==> src/rtl/usr_mem_arbiter_if.sv <==
// usr_mem_arbiter_if
// Bundles the two requester ports and the datapath command/return signals
// of the round-robin memory arbiter.
//   slave  : arbiter view (requests and read return in, acks and strobes out)
//   master : requester/datapath view (the opposite directions)
// Requester ports per side (a_/b_): req, wr, addr, s, d, msb, lsb in; ack, err out.
// Shared outputs: rdata, busy. Datapath: wr_en, rd_en, addr, S, D, MSBIn, LSBIn out;
// dataout, DataValid in.
interface usr_mem_arbiter_if #(
    parameter int DATAWIDTH = 8,
    parameter int ADDRWIDTH = 4
);
    localparam int SELWIDTH = $clog2(DATAWIDTH);

    logic                 a_req, b_req;
    logic                 a_wr, b_wr;
    logic [ADDRWIDTH-1:0] a_addr, b_addr;
    logic [SELWIDTH-1:0]  a_s, b_s;
    logic [DATAWIDTH-1:0] a_d, b_d;
    logic                 a_msb, b_msb, a_lsb, b_lsb;
    logic                 a_ack, b_ack, a_err, b_err;
    logic [DATAWIDTH-1:0] rdata;
    logic                 busy;
    logic                 wr_en, rd_en;
    logic [ADDRWIDTH-1:0] addr;
    logic [SELWIDTH-1:0]  S;
    logic [DATAWIDTH-1:0] D;
    logic                 MSBIn, LSBIn;
    logic [DATAWIDTH-1:0] dataout;
    logic                 DataValid;

    modport slave (
        input  a_req, b_req, a_wr, b_wr, a_addr, b_addr, a_s, b_s, a_d, b_d,
        input  a_msb, b_msb, a_lsb, b_lsb, dataout, DataValid,
        output a_ack, b_ack, a_err, b_err, rdata, busy,
        output wr_en, rd_en, addr, S, D, MSBIn, LSBIn
    );

    modport master (
        output a_req, b_req, a_wr, b_wr, a_addr, b_addr, a_s, b_s, a_d, b_d,
        output a_msb, b_msb, a_lsb, b_lsb, dataout, DataValid,
        input  a_ack, b_ack, a_err, b_err, rdata, busy,
        input  wr_en, rd_en, addr, S, D, MSBIn, LSBIn
    );
endinterface

==> src/rtl/usr_mem_arbiter.sv <==
// usr_mem_arbiter
// Two-requester round-robin arbiter and sequencer for the shift-register/memory
// datapath. Grants one requester, issues its command for one cycle, waits out
// the write latency or the read return (with timeout), then pulses the owner's
// ack (with err and rdata) for one cycle.
// Ports:
//   clk   : clock, rising edge
//   reset : asynchronous, active-low reset
//   bus   : usr_mem_arbiter_if.slave (requesters, datapath command and return)
module usr_mem_arbiter #(
    parameter int DATAWIDTH = 8,
    parameter int ADDRWIDTH = 4,
    parameter int WRITE_LAT = 1,
    parameter int READ_LAT  = 2
) (
    input logic              clk,
    input logic              reset,
    usr_mem_arbiter_if.slave bus
);
    localparam int SELWIDTH = $clog2(DATAWIDTH);
    localparam int MAXCOUNT = (WRITE_LAT > READ_LAT + 2) ? WRITE_LAT : READ_LAT + 2;
    localparam int CW       = $clog2(MAXCOUNT + 1);

    typedef enum logic [1:0] {IDLE, ISSUE, WAIT, DONE} state_t;

    state_t               state_q, state_d;
    // owner/last_grant encoding: 0 = A, 1 = B
    logic                 owner_q, owner_d;
    logic                 last_q, last_d;
    logic                 is_wr_q, is_wr_d;
    logic [CW-1:0]        cnt_q, cnt_d, cnt_inc;

    logic                 wr_en_q, wr_en_d, rd_en_q, rd_en_d;
    logic [ADDRWIDTH-1:0] addr_q, addr_d;
    logic [SELWIDTH-1:0]  s_q, s_d;
    logic [DATAWIDTH-1:0] d_q, d_d;
    logic                 msb_q, msb_d, lsb_q, lsb_d;
    logic                 a_ack_q, a_ack_d, b_ack_q, b_ack_d;
    logic                 a_err_q, a_err_d, b_err_q, b_err_d;
    logic [DATAWIDTH-1:0] rdata_q, rdata_d;
    logic                 busy_q, busy_d;

    logic                 grant_b, sel_wr, finish, err_flag;

    assign cnt_inc = cnt_q + CW'(1);

    // Every output is a register; the command registers double as the
    // latched command and are loaded on the grant edge so the strobe appears
    // exactly in the ISSUE cycle.
    always_ff @(posedge clk or negedge reset) begin
        if (!reset) begin
            state_q <= IDLE;
            owner_q <= 1'b0;
            last_q  <= 1'b1;
            is_wr_q <= 1'b0;
            cnt_q   <= '0;
            wr_en_q <= 1'b0;
            rd_en_q <= 1'b0;
            addr_q  <= '0;
            s_q     <= '0;
            d_q     <= '0;
            msb_q   <= 1'b0;
            lsb_q   <= 1'b0;
            a_ack_q <= 1'b0;
            b_ack_q <= 1'b0;
            a_err_q <= 1'b0;
            b_err_q <= 1'b0;
            rdata_q <= '0;
            busy_q  <= 1'b0;
        end else begin
            state_q <= state_d;
            owner_q <= owner_d;
            last_q  <= last_d;
            is_wr_q <= is_wr_d;
            cnt_q   <= cnt_d;
            wr_en_q <= wr_en_d;
            rd_en_q <= rd_en_d;
            addr_q  <= addr_d;
            s_q     <= s_d;
            d_q     <= d_d;
            msb_q   <= msb_d;
            lsb_q   <= lsb_d;
            a_ack_q <= a_ack_d;
            b_ack_q <= b_ack_d;
            a_err_q <= a_err_d;
            b_err_q <= b_err_d;
            rdata_q <= rdata_d;
            busy_q  <= busy_d;
        end
    end

    always_comb begin
        state_d  = state_q;
        owner_d  = owner_q;
        last_d   = last_q;
        is_wr_d  = is_wr_q;
        cnt_d    = cnt_q;
        wr_en_d  = 1'b0;
        rd_en_d  = 1'b0;
        addr_d   = '0;
        s_d      = '0;
        d_d      = '0;
        msb_d    = 1'b0;
        lsb_d    = 1'b0;
        rdata_d  = rdata_q;
        finish   = 1'b0;
        err_flag = 1'b0;
        // On a tie, B wins only if A was granted last.
        grant_b  = bus.b_req && (!bus.a_req || !last_q);
        sel_wr   = grant_b ? bus.b_wr : bus.a_wr;

        case (state_q)
            IDLE: begin
                if (bus.a_req || bus.b_req) begin
                    owner_d = grant_b;
                    last_d  = grant_b;
                    is_wr_d = sel_wr;
                    wr_en_d = sel_wr;
                    rd_en_d = !sel_wr;
                    addr_d  = grant_b ? bus.b_addr : bus.a_addr;
                    msb_d   = grant_b ? bus.b_msb : bus.a_msb;
                    lsb_d   = grant_b ? bus.b_lsb : bus.a_lsb;
                    if (sel_wr) begin
                        s_d = grant_b ? bus.b_s : bus.a_s;
                        d_d = grant_b ? bus.b_d : bus.a_d;
                    end
                    state_d = ISSUE;
                end
            end
            ISSUE: begin
                cnt_d   = '0;
                state_d = WAIT;
            end
            WAIT: begin
                cnt_d = cnt_inc;
                if (is_wr_q) begin
                    finish = (cnt_inc == CW'(WRITE_LAT));
                end else if (bus.DataValid) begin
                    // Data arriving on the timeout cycle still counts as success.
                    finish  = 1'b1;
                    rdata_d = bus.dataout;
                end else if (cnt_inc == CW'(READ_LAT + 2)) begin
                    finish   = 1'b1;
                    err_flag = 1'b1;
                    rdata_d  = '0;
                end
                if (finish) state_d = DONE;
            end
            DONE: begin
                state_d = IDLE;
            end
            default: begin
                state_d = IDLE;
            end
        endcase

        a_ack_d = finish && !owner_q;
        b_ack_d = finish && owner_q;
        a_err_d = err_flag && !owner_q;
        b_err_d = err_flag && owner_q;
        busy_d  = (state_d != IDLE);
    end

    assign bus.wr_en = wr_en_q;
    assign bus.rd_en = rd_en_q;
    assign bus.addr  = addr_q;
    assign bus.S     = s_q;
    assign bus.D     = d_q;
    assign bus.MSBIn = msb_q;
    assign bus.LSBIn = lsb_q;
    assign bus.a_ack = a_ack_q;
    assign bus.b_ack = b_ack_q;
    assign bus.a_err = a_err_q;
    assign bus.b_err = b_err_q;
    assign bus.rdata = rdata_q;
    assign bus.busy  = busy_q;
endmodule

==> src/flat_wrapper.sv <==
// flat-port wrapper written by rule: the top's interface ports become plain ports
module usr_mem_arbiter_flat 
#(
    parameter int DATAWIDTH = 8,
    parameter int ADDRWIDTH = 4,
    parameter int WRITE_LAT = 1,
    parameter int READ_LAT  = 2
)
  (clk, reset, bus_a_req, bus_b_req, bus_a_wr, bus_b_wr, bus_a_addr, bus_b_addr, bus_a_s, bus_b_s, bus_a_d, bus_b_d, bus_a_msb, bus_b_msb, bus_a_lsb, bus_b_lsb, bus_dataout, bus_DataValid, bus_a_ack, bus_b_ack, bus_a_err, bus_b_err, bus_rdata, bus_busy, bus_wr_en, bus_rd_en, bus_addr, bus_S, bus_D, bus_MSBIn, bus_LSBIn);
  usr_mem_arbiter_if #(.DATAWIDTH(DATAWIDTH), .ADDRWIDTH(ADDRWIDTH)) bus_i ();
  input logic clk;
  input logic reset;
  input wire logic [$bits(bus_i.a_req)-1:0] bus_a_req;
  input wire logic [$bits(bus_i.b_req)-1:0] bus_b_req;
  input wire logic [$bits(bus_i.a_wr)-1:0] bus_a_wr;
  input wire logic [$bits(bus_i.b_wr)-1:0] bus_b_wr;
  input wire logic [$bits(bus_i.a_addr)-1:0] bus_a_addr;
  input wire logic [$bits(bus_i.b_addr)-1:0] bus_b_addr;
  input wire logic [$bits(bus_i.a_s)-1:0] bus_a_s;
  input wire logic [$bits(bus_i.b_s)-1:0] bus_b_s;
  input wire logic [$bits(bus_i.a_d)-1:0] bus_a_d;
  input wire logic [$bits(bus_i.b_d)-1:0] bus_b_d;
  input wire logic [$bits(bus_i.a_msb)-1:0] bus_a_msb;
  input wire logic [$bits(bus_i.b_msb)-1:0] bus_b_msb;
  input wire logic [$bits(bus_i.a_lsb)-1:0] bus_a_lsb;
  input wire logic [$bits(bus_i.b_lsb)-1:0] bus_b_lsb;
  input wire logic [$bits(bus_i.dataout)-1:0] bus_dataout;
  input wire logic [$bits(bus_i.DataValid)-1:0] bus_DataValid;
  output wire logic [$bits(bus_i.a_ack)-1:0] bus_a_ack;
  output wire logic [$bits(bus_i.b_ack)-1:0] bus_b_ack;
  output wire logic [$bits(bus_i.a_err)-1:0] bus_a_err;
  output wire logic [$bits(bus_i.b_err)-1:0] bus_b_err;
  output wire logic [$bits(bus_i.rdata)-1:0] bus_rdata;
  output wire logic [$bits(bus_i.busy)-1:0] bus_busy;
  output wire logic [$bits(bus_i.wr_en)-1:0] bus_wr_en;
  output wire logic [$bits(bus_i.rd_en)-1:0] bus_rd_en;
  output wire logic [$bits(bus_i.addr)-1:0] bus_addr;
  output wire logic [$bits(bus_i.S)-1:0] bus_S;
  output wire logic [$bits(bus_i.D)-1:0] bus_D;
  output wire logic [$bits(bus_i.MSBIn)-1:0] bus_MSBIn;
  output wire logic [$bits(bus_i.LSBIn)-1:0] bus_LSBIn;
  assign bus_i.a_req = bus_a_req;
  assign bus_i.b_req = bus_b_req;
  assign bus_i.a_wr = bus_a_wr;
  assign bus_i.b_wr = bus_b_wr;
  assign bus_i.a_addr = bus_a_addr;
  assign bus_i.b_addr = bus_b_addr;
  assign bus_i.a_s = bus_a_s;
  assign bus_i.b_s = bus_b_s;
  assign bus_i.a_d = bus_a_d;
  assign bus_i.b_d = bus_b_d;
  assign bus_i.a_msb = bus_a_msb;
  assign bus_i.b_msb = bus_b_msb;
  assign bus_i.a_lsb = bus_a_lsb;
  assign bus_i.b_lsb = bus_b_lsb;
  assign bus_i.dataout = bus_dataout;
  assign bus_i.DataValid = bus_DataValid;
  assign bus_a_ack = bus_i.a_ack;
  assign bus_b_ack = bus_i.b_ack;
  assign bus_a_err = bus_i.a_err;
  assign bus_b_err = bus_i.b_err;
  assign bus_rdata = bus_i.rdata;
  assign bus_busy = bus_i.busy;
  assign bus_wr_en = bus_i.wr_en;
  assign bus_rd_en = bus_i.rd_en;
  assign bus_addr = bus_i.addr;
  assign bus_S = bus_i.S;
  assign bus_D = bus_i.D;
  assign bus_MSBIn = bus_i.MSBIn;
  assign bus_LSBIn = bus_i.LSBIn;
  usr_mem_arbiter #(.DATAWIDTH(DATAWIDTH), .ADDRWIDTH(ADDRWIDTH), .WRITE_LAT(WRITE_LAT), .READ_LAT(READ_LAT)) u_core (.clk(clk), .reset(reset), .bus(bus_i));
endmodule
==> config.mk <==
export PLATFORM = sky130hd
export DESIGN_NAME = usr_mem_arbiter_flat
export DESIGN_NICKNAME = d
export VERILOG_FILES = /design/src/rtl/usr_mem_arbiter_if.sv /design/src/rtl/usr_mem_arbiter.sv /design/src/flat_wrapper.sv
export SDC_FILE = /design/constraint.sdc
export NUM_CORES = 1
export LEC_CHECK = 0
export BUFFER_PORTS_ARGS = -buffer_cell sky130_fd_sc_hd__buf_2
export CAP_MARGIN = 40
export CORE_UTILIZATION = 40
export CTS_CLUSTER_SIZE = 8
export DETAILED_ROUTE_END_ITERATION = 6
export HOLD_SLACK_MARGIN = 0.02
export PLACE_DENSITY = 0.7
export SYNTH_ARGS = -nofsm -noshare
export SYNTH_HDL_FRONTEND = slang
export SYNTH_SLANG_ARGS = --single-unit
==> constraint.sdc <==
create_clock -name clk -period 4.73 [get_ports clk]
set_input_delay 0.946 -clock clk [delete_from_list [all_inputs] [get_ports clk]]
set_output_delay 0.946 -clock clk [all_outputs]
set_load 0.01 [all_outputs]
==> results.toml <==
[setup_path]
slowest_stage = "o21ai_2"
crit_cells = 5
crit_arrival_ns = 2.17
crit_chain = "buf_2 > a21boi_4 > and2_1 > o21ai_2 > a21oi_1"
max_stage_delay_ns = 0.58
worstSetupPathType = "input pin to register"
required_ns = 4.86
critPathCaptureType = "register"
ff2ff_path_depth = 4
crit_family = "compound AO/OA/AOI/OAI gates"
critPathBufInv = 1
worstPathMaxFanout = 19
crit_path_start_kind = "input pin"
r2r-end = "u_core.bus.D[7]"
rrSetupSlack_ns = 2.96
r2r_start = "u_core.last_q"

[status]
status = "completed"

[place]
portBuffers = 80
gp_congestion = 0.766
post_dp_cell_area_sq_um = 2200
dp_hpwl_um = 2600

[timing]
hold_violations = 0
finalCriticalPeriod_ns = 2.04
max_freq_mhz = 491
worst_slew_pin_slew_ns = 0.722
setup_viol = 0
finClkSkew_ns = 0.00793
rsz0062_at_grt = "no"
fin_setup_tns_ns = 0
final_max_slew_viol_count = 0
period_share_pct = 43.0
slew_headroom_pct = 51.5

[synthesis]
ys_seq_area_share_pct = 56.9
synth-seq-cells = 40
yosys.area.top_type = "dfrtp_1"
synth_nets = 230
avgSynthCellArea_sq_um = 10.0
synthDistinctLibCells = 30
netlist_area_sq_um = 1760
synth_top_area_share_pct = 55.4
yosysWarnings = 0
synth_cells = 176
synth_area_leaders = "dfrtp_1 (55%), nand2_1 (10%), a21oi_2 (5.0%)"

[route]
vias = 1482
wl_per_cell_um = 11.9
drt_iter0_drc = 51
via_per_inst = 4.81
drc = 0
drt_pass1_iterations = 4
drtAntennaViolNets = 0
routed_wl_um = 3660

[cts]
cts_inserted_buffers = 5
cts_tree = "built"
clock_latency_ns = 0.29
max-clock-path-buffers = 2
clock_sinks = 40
cts_root_buffer = "clkbuf_8"
clk_pin_slew_ns = 0.08
htreeDepth = 2
cts_resized = 0
hold_buffers = 0
post_cts_buffers = 0

[finish]
area_growth_pct = 31.1
final_area_sq_um = 2310
nets = 311
drive_gt1_share_pct = 39.1
n_antenna_cell = 0
fillers = 384

[global_routing]
grt_pass1_vias = 1246
grt_max_degree = 38
antenna_found_initial = 0
track_usage_pct = 15.5
gr-total-overflow = 0
grt_pass1_wl_um = 5300

[worst_hold_path]
hold_path.class = "input pin to async pin"

[power_and_ir_drop]
power_mw = 1.13
p_leak_nw = 1.26
power_density_nw_per_um2 = 488
max-vdd-ir-drop_mv = 0.365

[die]
core_area_sq_um = 4120
io_pins = 81
die_h_um = 68.4
rows = 23
start_util_pct = 42.8
dieArea_sq_um = 4670
fp.dieW_um = 68.4

[flow_run]
maxCapViolCount = 0
==> report_power, final <==
part / switching, mW / internal [mW]
Combinational: 0.231 / 0.149
Clock: 0.114 / 0.157
Sequential: 0.0437 / 0.433
==> layer usage <==
layer | part of all wire (%) | routed length (um) | GRT usage (%) | up-vias
li1 | - | - | - | 756
met1 | 45 | 1640 | 19.0 | 673
met2 | 48 | 1760 | 25.9 | 48
met3 | 5.5 | 201 | 3.33 | 5
met4 | 1.4 | 51 | 7.03 | 0
met5 | 0 | 0 | 0 | -
==> worst max-delay path by stage <==
stage | slack [ns] | startpoint | end
floorplan | 2.83 | bus_b_req | u_core.bus.busy
global placement | 2.43 | bus_b_req | u_core.bus.wr_en
detailed placement | 2.40 | bus_b_req | u_core.bus.D[7]
CTS | 2.70 | bus_b_req | u_core.bus.D[7]
global route | 2.55 | bus_b_req | u_core.bus.wr_en
finish | 2.69 | bus_b_req | u_core.bus.D[7]
==> cells by family after synthesis <==
group / share of synthesized area, %
simple gates: 14.8
compound gates: 19.5
flops: 56.9
buf+inv: 4.33
fa+ha+maj: 3.55
xor+xnor: 0.994
==> cell usage after synthesis <==
cell type and number:
nor2b_1 1, inv_1 9, o31ai_1 8, a21oi_1 12, a21boi_4 1, a21oi_2 10
and2_1 1, o21ai_0 13, a211oi_1 1, xor2_1 1, buf_2 4, o21ai_1 1
ha_1 5, nand2b_1 1, buf_6 1, buf_4 1, xnor2_1 1, and3_1 2
nand2_1 47, nor2_1 3, o21ai_2 1, clkbuf_1 1, or2_1 1, a31oi_1 2
a311oi_1 1, dfrtp_1 39, nand3_1 5, a22o_1 1, or4b_1 1, dfstp_2 1
==> per-stage QoR <==
stage               setup slack (ns)  hold slack, ns  cells  utilization [%]
detailed placement              2.40           0.480    300             53.5
global placement                2.43           0.468    299             53.0
CTS                             2.70           0.445    308             56.1
floorplan                       2.83           0.438    176                -
finish                          2.69           0.449    308             56.1
global route                    2.55           0.444    308             56.1
==> layout make-up <==
cell class / instances / area, sq um / area share [%]
Clock buffer: 6 / 72.6 / 3.14
Clock inverter: 2 / 35.0 / 1.52
Inverter: 9 / 33.8 / 1.46
Multi-Input combinational cell: 120 / 683 / 29.6
Sequential cell: 40 / 1000 / 43.4
Tap cell: 50 / 62.6 / 2.71
Timing Repair Buffer: 81 / 420 / 18.2
==> layout by cell type (no fill, tap or decap), types with 3 or more instances in the layout <==
cell and count:
buf_2 80, nand2_1 47, dfrtp_1 39, o21ai_0 13, a21oi_1 12, a21oi_2 10, inv_1 9, o31ai_1 8
nand3_1 5, ha_1 5, clkbuf_8 5, nor2_1 3
==> sequential cells by signal, indices dropped and copies added, names as in the netlist <==
name              count
u_core.bus.MSBIn      1
u_core.bus.LSBIn      1
u_core.cnt_q          3
u_core.bus.a_err      1
u_core.bus.a_ack      1
u_core.bus.addr       4
u_core.bus.wr_en      1
u_core.owner_q        1
u_core.bus.D          8
u_core.bus.rd_en      1
u_core.last_q         1
u_core.bus.busy       1
u_core.bus.b_err      1
u_core.bus.rdata      8
u_core.is_wr_q        1
u_core.bus.S          3
u_core.bus.b_ack      1
u_core.state_q        2
Note: power is estimated with default switching activity, not from simulation.
